## config.mk

```make
export PLATFORM = sky130hd
export DESIGN_NAME = board_frame_renderer
export DESIGN_NICKNAME = d
export VERILOG_FILES = /design/src/rtl/board_frame_renderer.sv
export SDC_FILE = /design/constraint.sdc
export NUM_CORES = 1
export LEC_CHECK = 0
export ABC_AREA = 0
export BUFFER_PORTS_ARGS = -buffer_cell sky130_fd_sc_hd__buf_4
export CAP_MARGIN = 25
export CORE_MARGIN = 8
export CORE_UTILIZATION = 52
export CTS_CLUSTER_DIAMETER = 80
export DETAILED_ROUTE_END_ITERATION = 16
export GPL_TIMING_DRIVEN = 0
export HOLD_SLACK_MARGIN = 0.02
export PLACE_DENSITY = 0.89
export SETUP_SLACK_MARGIN = 0.02
export SLEW_MARGIN = 20
export SYNTH_ARGS = -nofsm -noshare
export SYNTH_HDL_FRONTEND = slang
export SYNTH_SLANG_ARGS = --single-unit
```

## constraint.sdc

```tcl
create_clock -name clock -period 11.55 [get_ports clock]
set_input_delay 1.7325 -clock clock [delete_from_list [all_inputs] [get_ports clock]]
set_output_delay 1.7325 -clock clock [all_outputs]
set_load 0.1 [all_outputs]
```

## src/rtl/board_frame_renderer.sv

```systemverilog
// board_frame_renderer
// Streams one RGB565 pixel per accepted handshake to the LT24 display, scanning
// the panel raster left-to-right, top-to-bottom. Each frame shows either the start
// screen or the play view. The play view has a clock banner at the top, the same
// banner rotated 180 degrees at the bottom, and an NxN board in between whose
// pieces come from an external synchronous sprite ROM. Cursor and selection
// outlines are drawn over the board.
//
// Ports
//   clock, reset           system clock, synchronous active-high reset
//   play_req               1 = play view wanted, 0 = start screen (taken at frame start)
//   board                  per square {colour, kind[2:0]}, square s at [4s+:4]
//   cursor_sq, select_sq   square indices (row*N+col); select_vld enables selection outline
//   rom_en, rom_addr       sprite ROM read strobe/address; rom_rdata valid one cycle later
//   xAddr, yAddr           coordinate of the pixel on pixelData
//   pixelData, pixelWrite  pixel and its valid; accepted when pixelWrite && pixelReady
//   pixelReady             display back-pressure
//   play_active            view used by the frame in flight
//   frame_done             one-cycle pulse after the last pixel of a frame is accepted
module board_frame_renderer #(
    parameter int          LCD_W       = 240,
    parameter int          LCD_H       = 320,
    parameter int          BANNER_H    = 40,
    parameter int          BOARD_N     = 8,
    parameter int          SQ          = 30,
    parameter int          KINDS       = 6,
    parameter int          HL_W        = 2,
    parameter int          ADDR_W      = 17,
    parameter int          START_BASE  = 0,
    parameter int          BANNER_BASE = 76800,
    parameter int          PIECE_BASE  = 86400,
    parameter logic [15:0] LIGHT_COL   = 16'hEF9B,
    parameter logic [15:0] DARK_COL    = 16'h7A69,
    parameter logic [15:0] CURSOR_COL  = 16'h07E0,
    parameter logic [15:0] SELECT_COL  = 16'hF800
) (
    input  logic                                 clock,
    input  logic                                 reset,
    input  logic                                 play_req,
    input  logic [BOARD_N*BOARD_N*4-1:0]         board,
    input  logic [$clog2(BOARD_N*BOARD_N)-1:0]   cursor_sq,
    input  logic [$clog2(BOARD_N*BOARD_N)-1:0]   select_sq,
    input  logic                                 select_vld,
    output logic                                 rom_en,
    output logic [ADDR_W-1:0]                    rom_addr,
    input  logic [15:0]                          rom_rdata,
    output logic [$clog2(LCD_W)-1:0]             xAddr,
    output logic [$clog2(LCD_H)-1:0]             yAddr,
    output logic [15:0]                          pixelData,
    output logic                                 pixelWrite,
    input  logic                                 pixelReady,
    output logic                                 play_active,
    output logic                                 frame_done
);

    localparam int XW = $clog2(LCD_W);
    localparam int YW = $clog2(LCD_H);
    localparam int SW = $clog2(BOARD_N*BOARD_N);
    localparam int LW = $clog2(SQ);

    localparam logic [XW-1:0] X_LAST    = XW'(LCD_W - 1);
    localparam logic [YW-1:0] Y_LAST    = YW'(LCD_H - 1);
    localparam logic [YW-1:0] Y_TOP_END = YW'(BANNER_H - 1);
    localparam logic [YW-1:0] Y_BRD0    = YW'(BANNER_H);
    localparam logic [YW-1:0] Y_BRD_END = YW'(BANNER_H + BOARD_N*SQ);
    localparam logic [YW-1:0] Y_BOT     = YW'(LCD_H - BANNER_H);
    localparam logic [XW-1:0] COL_N     = XW'(BOARD_N);
    localparam logic [LW-1:0] SQ_LAST   = LW'(SQ - 1);
    localparam logic [LW-1:0] HL_LO     = LW'(HL_W);
    localparam logic [LW-1:0] HL_HI     = LW'(SQ - HL_W);

    localparam logic [ADDR_W-1:0] A_START = ADDR_W'(START_BASE);
    localparam logic [ADDR_W-1:0] A_BAN   = ADDR_W'(BANNER_BASE);
    // Bottom banner: BASE + (H-1-yb)*W + (W-1-x) == BASE + LCD_H*LCD_W - 1 - lin.
    // Modular ADDR_W arithmetic keeps the final result exact even if this constant wraps.
    localparam logic [ADDR_W-1:0] A_BOT   = ADDR_W'(BANNER_BASE + LCD_H*LCD_W - 1);
    localparam logic [ADDR_W-1:0] A_PIECE = ADDR_W'(PIECE_BASE);
    localparam logic [ADDR_W-1:0] A_PLANE = ADDR_W'(SQ*SQ*KINDS);
    localparam logic [ADDR_W-1:0] A_ROW   = ADDR_W'(SQ*KINDS);
    localparam logic [ADDR_W-1:0] A_SQ    = ADDR_W'(SQ);

    // S0 raster state: x/y plus incremental square-local counters and a linear
    // pixel index, so no divider or y*LCD_W multiplier is needed.
    logic [XW-1:0]     x_q, x_d;
    logic [YW-1:0]     y_q, y_d;
    logic [LW-1:0]     lx_q, lx_d, ly_q, ly_d;
    logic [XW-1:0]     col_q, col_d;
    logic [YW-1:0]     row_q, row_d;
    logic [ADDR_W-1:0] lin_q, lin_d;
    logic              play_active_q;

    // S1: tags travelling alongside the ROM read
    logic              s1_vld_q, s1_rom_q;
    logic [15:0]       s1_flat_q;
    logic [XW-1:0]     s1_x_q;
    logic [YW-1:0]     s1_y_q;

    // S2: output register
    logic              s2_vld_q;
    logic [15:0]       s2_data_q, s2_data_d;
    logic [XW-1:0]     s2_x_q;
    logic [YW-1:0]     s2_y_q;
    logic              frame_done_q;

    logic              advance;
    logic              view_play, in_top, in_bot, in_board, light, edge_px;
    logic              cur_hit, sel_hit, has_piece, use_rom;
    logic [SW-1:0]     sq_idx;
    logic [3:0]        sq_bits;
    logic [ADDR_W-1:0] addr;
    logic [15:0]       flat;

    assign advance = !s2_vld_q || pixelReady;

    // Raster and square-local counter next state
    always_comb begin
        x_d   = x_q + 1'b1;
        y_d   = y_q;
        lx_d  = lx_q + 1'b1;
        col_d = col_q;
        ly_d  = ly_q;
        row_d = row_q;
        lin_d = lin_q + 1'b1;
        if (lx_q == SQ_LAST) begin
            lx_d  = '0;
            col_d = col_q + 1'b1;
        end
        if (x_q == X_LAST) begin
            x_d   = '0;
            lx_d  = '0;
            col_d = '0;
            y_d   = y_q + 1'b1;
            if (y_q == Y_LAST) begin
                y_d   = '0;
                ly_d  = '0;
                row_d = '0;
                lin_d = '0;
            end else if (y_q == Y_TOP_END) begin
                // next line is the first board line
                ly_d  = '0;
                row_d = '0;
            end else if (ly_q == SQ_LAST) begin
                ly_d  = '0;
                row_d = row_q + 1'b1;
            end else begin
                ly_d  = ly_q + 1'b1;
            end
        end
    end

    // S0 address generation / flat-colour decision
    always_comb begin
        // the frame's view is decided at (0,0) and used for that pixel already
        view_play = (x_q == '0 && y_q == '0) ? play_req : play_active_q;
        in_top    = y_q < Y_BRD0;
        in_bot    = y_q >= Y_BOT;
        in_board  = (col_q < COL_N) && (y_q >= Y_BRD0) && (y_q < Y_BRD_END);
        sq_idx    = in_board ? SW'(row_q * BOARD_N + col_q) : '0;
        sq_bits   = board[{sq_idx, 2'b00} +: 4];
        light     = ~(row_q[0] ^ col_q[0]);
        edge_px   = (lx_q < HL_LO) || (lx_q >= HL_HI) || (ly_q < HL_LO) || (ly_q >= HL_HI);
        cur_hit   = in_board && edge_px && (sq_idx == cursor_sq);
        sel_hit   = in_board && edge_px && select_vld && (sq_idx == select_sq);
        has_piece = (sq_bits[2:0] != 3'd0) && (sq_bits[2:0] != 3'd7);
        use_rom   = 1'b0;
        addr      = '0;
        flat      = DARK_COL;
        if (!view_play) begin
            use_rom = 1'b1;
            addr    = A_START + lin_q;
        end else if (in_top) begin
            use_rom = 1'b1;
            addr    = A_BAN + lin_q;
        end else if (in_bot) begin
            use_rom = 1'b1;
            addr    = A_BOT - lin_q;
        end else if (in_board) begin
            if (cur_hit) begin
                flat = CURSOR_COL;
            end else if (sel_hit) begin
                flat = SELECT_COL;
            end else if (has_piece) begin
                use_rom = 1'b1;
                addr    = A_PIECE
                        + ADDR_W'({sq_bits[3], light}) * A_PLANE
                        + ADDR_W'(ly_q) * A_ROW
                        + ADDR_W'(sq_bits[2:0] - 3'd1) * A_SQ
                        + ADDR_W'(lx_q);
            end else begin
                flat = light ? LIGHT_COL : DARK_COL;
            end
        end
    end

    // The ROM only moves on advance, so during a stall its output stays paired
    // with the S1 tags and is picked up intact when the stall clears.
    assign rom_en   = advance && use_rom && !reset;
    assign rom_addr = reset ? '0 : addr;

    always_comb begin
        s2_data_d = s1_rom_q ? rom_rdata : s1_flat_q;
    end

    always_ff @(posedge clock) begin
        if (reset) begin
            x_q           <= '0;
            y_q           <= '0;
            lx_q          <= '0;
            ly_q          <= '0;
            col_q         <= '0;
            row_q         <= '0;
            lin_q         <= '0;
            play_active_q <= 1'b0;
            s1_vld_q      <= 1'b0;
            s1_rom_q      <= 1'b0;
            s1_flat_q     <= '0;
            s1_x_q        <= '0;
            s1_y_q        <= '0;
            s2_vld_q      <= 1'b0;
            s2_data_q     <= '0;
            s2_x_q        <= '0;
            s2_y_q        <= '0;
            frame_done_q  <= 1'b0;
        end else begin
            frame_done_q <= s2_vld_q && pixelReady && (s2_x_q == X_LAST) && (s2_y_q == Y_LAST);
            if (advance) begin
                x_q   <= x_d;
                y_q   <= y_d;
                lx_q  <= lx_d;
                ly_q  <= ly_d;
                col_q <= col_d;
                row_q <= row_d;
                lin_q <= lin_d;
                if (x_q == '0 && y_q == '0) begin
                    play_active_q <= play_req;
                end
                s1_vld_q  <= 1'b1;
                s1_rom_q  <= use_rom;
                s1_flat_q <= flat;
                s1_x_q    <= x_q;
                s1_y_q    <= y_q;
                s2_vld_q  <= s1_vld_q;
                s2_data_q <= s2_data_d;
                s2_x_q    <= s1_x_q;
                s2_y_q    <= s1_y_q;
            end
        end
    end

    assign xAddr       = s2_x_q;
    assign yAddr       = s2_y_q;
    assign pixelData   = s2_data_q;
    assign pixelWrite  = s2_vld_q;
    assign play_active = play_active_q;
    assign frame_done  = frame_done_q;

endmodule

```

==> results of run 1 <==
## stage by stage
step                cell area [µm²]  utilization [%]  instances
floorplan                     10400                -       1293
global placement              13300             67.9       1900
detailed placement            13300             67.9       1901
CTS                           13800             70.9       1933
global route                  13800             70.9       1935
finish                        13800             70.9       1935
## cells in the mapped netlist, drive strengths merged (16+ instances only)
cell | instances | area share (%)
a211oi | 29 | 2.2
a21oi | 114 | 5.5
and3 | 16 | 0.97
buf | 30 | 1.6
clkbuf | 59 | 2.1
dfxtp | 118 | 23
fa | 22 | 4.3
ha | 73 | 8.8
inv | 86 | 3.1
mux2 | 22 | 2.4
mux2i | 35 | 3.5
mux4 | 24 | 5.2
nand2 | 126 | 4.6
nand3 | 26 | 1.4
nand4 | 28 | 1.7
nor2 | 145 | 5.3
nor3 | 27 | 1.4
o21ai | 44 | 2.2
o22ai | 22 | 1.3
or3 | 16 | 1.1
xnor2 | 39 | 3.3
xor2 | 32 | 2.7
## area by class of cell
cell class	count	area (µm²)	area share (%)
Multi-Input combinational cell	998	7270	52.5
Tap cell	265	332	2.40
Inverter	88	330	2.39
Sequential cell	118	2360	17.1
Clock inverter	9	126	0.913
Buffer	89	384	2.77
Timing Repair Buffer	343	2570	18.6
Clock buffer	23	458	3.31
Antenna cell	2	5.00	0.0362
## registers in the layout, summed over array words and instances, names as in the netlist, 3 cells and up
name and count:
y_q 9, lx_q 5, col_q 8, row_q 3, ly_q 5, yAddr 9, x_q 8, s1_flat_q 8
s1_y_q 9, pixelData 16, s1_x_q 8, lin_q 17, xAddr 8
## final timing paths
kind,start,to,slack (ns)
setup / recovery,col_q[2]$_SDFFE_PP0P_,rom_addr[16],0.57
hold / removal,s1_x_q[6]$_SDFFE_PP0N_,s1_x_q[6]$_SDFFE_PP0N_,0.45
setup reg to reg,col_q[2]$_SDFFE_PP0P_,s1_rom_q$_SDFFE_PP0N_,6.96
hold reg to reg,s1_x_q[6]$_SDFFE_PP0N_,s1_x_q[6]$_SDFFE_PP0N_,0.45
## worst min-delay path: cells and delay by family (launching register included)
kind	cells	cell delay (ns)
AO/OA/AOI/OAI	1	0.05
flip-flops	1	0.31
AND/OR/NAND/NOR	1	0.05
## power breakdown
group | internal, mW | total, mW | switching (mW)
clock | 0.343 | 0.533 | 0.190
combinational | 0.171 | 0.391 | 0.220
sequential | 0.418 | 0.428 | 0.00969
total | 0.933 | 1.35 | 0.419
## logic make-up after synthesis
logic type	Yosys count	share of synthesized area (%)
buffers and inverters	177	6.90
AND/OR/NAND/NOR	426	19.4
adder cells (fa/ha/maj)	95	13.1
multiplexers	81	11.2
XOR/XNOR	71	6.01
flip-flops	118	22.8
AO/OA/AOI/OAI	325	20.6
## cells in the final DEF, fill, tap and decap left out, drive strengths merged, types with 6 or more instances in the layout
cell type,n
nor4,9
a21oi,114
o21a,6
a21o,10
nand2,126
mux4,24
nand4b,6
a31oi,13
xor2,32
clkbuf,82
mux2,22
clkinv,7
nor3,27
inv,86
fa,22
a221oi,7
o211ai,13
nand3,26
or3,16
nor2,145
o22ai,22
mux2i,35
dfxtp,118
o21ai,44
buf,373
o221ai,8
a2111oi,7
ha,73
nand4,28
a311oi,6
and3,16
xnor2,39
a211oi,29
## layer usage
metal / share of wire (%) / vias to the layer above / track usage, %
li1: - / 5384 / -
met1: 35 / 5482 / 37.7
met2: 48 / 806 / 57.8
met3: 11 / 165 / 8.03
met4: 5.2 / 0 / 17.0
met5: 0 / - / 0
==> impl_metrics.env, run 1 <==
export IMPL_outcome="complete, no violations"
export IMPL_area_delta_synth_final_pct=33.7
export IMPL_r2r_worst_path_cells=15
export IMPL_cpMostUsedCell="ha_1"
export IMPL_ys_warnings_count=0
export IMPL_fin_crit_ns=10.98
export IMPL_viasPerCell=6.12
export IMPL_final_hold_viol_count=0
export IMPL_syn_area_um2=10400
export IMPL_path_max_fanout=10
export IMPL_netlist_instances=1293
export IMPL_ant_nets=0
export IMPL_grt_pass1_wl_um=64600
export IMPL_p_per_area_nw_per_um2=97.7
export IMPL_grt_max_degree=17
export IMPL_gr_total_overflow=0
export IMPL_start_util_pct=53.0
export IMPL_dp_hpwl_um=33900
export IMPL_finalCritPeriodShare_pct=95.1
export IMPL_drtPass1Iterations=8
export IMPL_vias=11800
export IMPL_grt_pass1_vias=11800
export IMPL_async_flop_share_pct=0
export IMPL_required_ns=9.82
export IMPL_max_freq_ghz=0.0911
export IMPL_worstHoldPathType="flip-flop to flip-flop"
export IMPL_yosysSeqAreaShare_pct=22.8
export IMPL_slew_violations=0
export IMPL_gp_congestion=0.981
export IMPL_nets=2039
export IMPL_total_power_mw=1.35
export IMPL_htree_num_levels=4
export IMPL_cts_sinks=118
export IMPL_cts_hold_buffers=0
export IMPL_synth_net_count=1677
export IMPL_fill_cells=1527
export IMPL_synth_distinct_cells=83
export IMPL_p_leak_nw=6.02
export IMPL_cts_buffers=17
export IMPL_fp_dieH_um=157
export IMPL_coreArea_um2=19500
export IMPL_setup_tns_final_ns=0
export IMPL_slowest_stage="a211oi_1"
export IMPL_max_slew_margin_pct=39.6
export IMPL_setup_violations=0
export IMPL_io_pins=343
export IMPL_critPathKind="flip-flop to output port"
export IMPL_cts_tree="done"
export IMPL_endpoint_kind="output port"
export IMPL_startpoint_type="flip-flop"
export IMPL_worst_slew_pin_slew_ns=0.881
export IMPL_max_cap_violations=0
export IMPL_cp_num_buf_inv=10
export IMPL_fin_skew_ns=0.0105
export IMPL_syn_area_per_cell_um2=8.01
export IMPL_whs_ns=0.455
export IMPL_fp_dieW_um=157
export IMPL_cpPeakStageDelay_ns=0.53
export IMPL_antenna_found_initial=2
export IMPL_drc=0
export IMPL_grt_usage_pct=33.4
export IMPL_port_buffers=342
export IMPL_synth_seq_cells=118
export IMPL_clk_pin_slew_ns=0.05
export IMPL_ys_flop_type="dfxtp_1"
export IMPL_wl_per_cell_um=22.0
export IMPL_synth_edf_count=0
export IMPL_whs_path_depth=2
export IMPL_dieArea_um2=24700
export IMPL_drt_iter0_markers=1134
export IMPL_clk_latency_ns=0.42
export IMPL_drive_gt1_share_pct=27.1
export IMPL_cts_resized=0
export IMPL_rsz0062_at_grt="false"
export IMPL_clockBufferDepth=2
export IMPL_cts_root_buffer="clkbuf_16"
export IMPL_crit_family="buffers and inverters"
export IMPL_setup_ws_ns=0.568
export IMPL_num_rows=51
export IMPL_worst_path_stages=34
export IMPL_vdd_drop_max_mv=0.168
export IMPL_pre_cts_slack_ns=1.08
export IMPL_wl_um=42500
export IMPL_cp_arrival_ns=9.25
export IMPL_cts_setup_buffers=0
Power figures use the tool's default switching activity.
==> inputs of run 2 (changes only) <==
--- a/config.mk
+++ b/config.mk
@@ -5,17 +5,16 @@
 export SDC_FILE = /design/constraint.sdc
 export NUM_CORES = 1
 export LEC_CHECK = 0
-export ABC_AREA = 0
+export ABC_AREA = 1
 export BUFFER_PORTS_ARGS = -buffer_cell sky130_fd_sc_hd__buf_4
 export CAP_MARGIN = 25
 export CORE_MARGIN = 8
-export CORE_UTILIZATION = 52
+export CORE_UTILIZATION = 53
 export CTS_CLUSTER_DIAMETER = 80
 export DETAILED_ROUTE_END_ITERATION = 16
 export GPL_TIMING_DRIVEN = 0
 export HOLD_SLACK_MARGIN = 0.02
-export PLACE_DENSITY = 0.89
-export SETUP_SLACK_MARGIN = 0.02
+export PLACE_DENSITY = 0.9
 export SLEW_MARGIN = 20
 export SYNTH_ARGS = -nofsm -noshare
 export SYNTH_HDL_FRONTEND = slang
==> impl_metrics.env, run 2 <==
export IMPL_clockBufferDepth=2
export IMPL_ys_flop_type="dfxtp_1"
export IMPL_setup_violations=0
export IMPL_cts_tree="done"
export IMPL_async_flop_share_pct=0
export IMPL_ys_warnings_count=0
export IMPL_viasPerCell=6.02
export IMPL_grt_usage_pct=37.5
export IMPL_stdcell_count=2359
export IMPL_largest_reg_flops=17
export IMPL_final_common_cell="buf_4"
export IMPL_netlist_instances=1714
export IMPL_critPathKind="flip-flop to output port"
export IMPL_max_slew_margin_pct=32.6
export IMPL_r2r_start="y_q[8]$_SDFFE_PP0P_"
export IMPL_synth_seq_cells=118
export IMPL_fin_crit_ns=10.44
export IMPL_cpPeakStageDelay_ns=0.60
export IMPL_path_max_fanout=10
export IMPL_max_cap_violations=0
export IMPL_synth_distinct_cells=46
export IMPL_whs_ns=0.466
export IMPL_finalCritPeriodShare_pct=90.3
export IMPL_fp_dieH_um=159
export IMPL_drc=0
export IMPL_cts_buffers=17
export IMPL_met2_wirelength_um=22900
export IMPL_clk_pin_slew_ns=0.06
export IMPL_final_util_pct=71.3
export IMPL_wl_um=49700
export IMPL_io_pins=343
export IMPL_regMostFlops="lin_q"
export IMPL_syn_area_um2=10900
export IMPL_slew_violations=0
export IMPL_p_leak_nw=7.28
export IMPL_setup_tns_final_ns=0
export IMPL_grt_pass1_vias=13700
export IMPL_endpoint_kind="output port"
export IMPL_synth_top_cell_by_area="dfxtp_1"
export IMPL_vdd_drop_max_mv=0.153
export IMPL_area_delta_synth_final_pct=32.2
export IMPL_htree_num_levels=4
export IMPL_gr_total_overflow=0
export IMPL_clk_latency_ns=0.42
export IMPL_synth_top_cell_area_share_pct=21.7
export IMPL_wl_met3_um=5440
export IMPL_yosysMostFrequentCell="inv_1"
export IMPL_dp_cells=2326
export IMPL_syn_area_per_cell_um2=6.35
export IMPL_nets=2459
export IMPL_synth_net_count=2098
export IMPL_wl_per_cell_um=21.1
export IMPL_drive_gt1_share_pct=21.9
export IMPL_fp_dieW_um=159
export IMPL_synth_edf_count=0
export IMPL_synth_common_cells="inv_1 (261), nand2_1 (259), nor2_1 (195), nand3_1 (185), dfxtp_1 (118)"
export IMPL_worstHoldPathType="flip-flop to flip-flop"
export IMPL_startpoint_type="flip-flop"
export IMPL_grt_max_degree=17
export IMPL_required_ns=9.82
export IMPL_layout_common_cells="buf_4 (354), inv_1 (261), nand2_1 (259)"
export IMPL_p_per_area_nw_per_um2=99.0
export IMPL_ant_nets=0
export IMPL_cts_setup_buffers=0
export IMPL_fin_skew_ns=0.00949
export IMPL_vias=14200
export IMPL_max_freq_ghz=0.0958
export IMPL_synthTopCellsByArea="dfxtp_1 (22%), inv_1 (9.0%), nand2_1 (8.9%)"
export IMPL_yosysSeqAreaShare_pct=21.7
export IMPL_cts_sinks=118
export IMPL_start_util_pct=53.9
export IMPL_gp_congestion=0.991
export IMPL_highest_layer="met4"
export IMPL_port_buffers=342
export IMPL_cts_root_buffer="clkbuf_16"
export IMPL_cts_hold_buffers=0
export IMPL_outcome="complete, no violations"
export IMPL_wl_met1_um=18700
export IMPL_grt_pass1_wl_um=76400
export IMPL_drt_iter0_markers=1803
export IMPL_drtPass1Iterations=8
export IMPL_cp_arrival_ns=8.70
export IMPL_dp_hpwl_um=39200
export IMPL_min_from="s1_flat_q[10]$_SDFFE_PP0N_"
export IMPL_num_rows=52
export IMPL_slowest_stage="clkbuf_1"
export IMPL_rsz0062_at_grt="false"
export IMPL_reg2reg_slack_ns=7.66
export IMPL_coreArea_um2=20200
export IMPL_dieArea_um2=25400
export IMPL_cts_resized=0
export IMPL_antenna_found_initial=1
export IMPL_final_hold_viol_count=0
export IMPL_cp_startpoint="y_q[8]$_SDFFE_PP0P_"
export IMPL_worst_slew_pin_slew_ns=1.01
## run 2: cell types whose count changed after synthesis, moves of 16 or more
cell / change
inv_1: +175
nand3_1: +161
nand2_1: +133
o21ai_0: +58
nor2_1: +51
nand4_1: +35
mux2i_1: -34
mux4_2: -24
a211oi_1: -23
mux2_2: -20
xnor2_1: -20
or2_2: +19
o22ai_1: -17
o21ai_1: +16
## run 2: final cells by class
type	count	area [µm²]
Buffer	95	449
Inverter	270	1010
Clock inverter	15	170
Clock buffer	17	425
Timing Repair Buffer	342	2570
Sequential cell	118	2360
Multi-Input combinational cell	1231	7060
Antenna cell	1	2.50
Fill cell	1722	5790
Tap cell	270	338
## run 2: cells by family (layout without fill, tap and decap cells)
| group | count (synthesis) | in the layout | synth area share (%) |
|---|---|---|---|
| other cells | 0 | 1 | 0 |
| xor+xnor | 49 | 49 | 3.94 |
| buf+inv | 365 | 739 | 13.4 |
| compound gates | 305 | 305 | 15.9 |
| simple gates | 782 | 782 | 32.6 |
| fa+ha+maj | 95 | 95 | 12.4 |
| flops | 118 | 118 | 21.7 |
## run 2: worst paths after layout
kind                                              endpoint  cells past startpoint
worst max-delay path                          rom_addr[16]                     42
worst min-delay path            s1_flat_q[10]$_SDFFE_PP0N_                      2
worst max register to register       s1_rom_q$_SDFFE_PP0N_                     21
worst min register to register  s1_flat_q[10]$_SDFFE_PP0N_                      2
## run 2: metrics by stage
stage	worst slack, ns	cell area [µm²]	power (mW)
after detailed placement	1.51	13800	0.884
after global placement	1.68	13800	0.872
after global routing	0.712	14400	1.47
after floorplan	1.43	10900	0.720
after CTS	1.32	14400	1.41
final	1.11	14400	1.42
## run 2: where the power goes
part / internal (mW) / switching [mW]
Clock: 0.323 / 0.214
Combinational: 0.168 / 0.282
Sequential: 0.424 / 0.0131
## run 2: critical path: cells and delay by family (launching register included)
family / cells / cell delay, ns
compound gates: 9 / 1.30
xor+xnor: 2 / 0.49
fa+ha+maj: 7 / 2.68
buf+inv: 8 / 1.51
flops: 1 / 0.34
simple gates: 16 / 1.95
## run 2: routing by layer
metal | up-vias | global-route usage, %
met5 | - | 0
met4 | 0 | 17.9
met3 | 226 | 7.73
met2 | 1056 | 62.1
met1 | 6559 | 45.9
li1 | 6361 | -
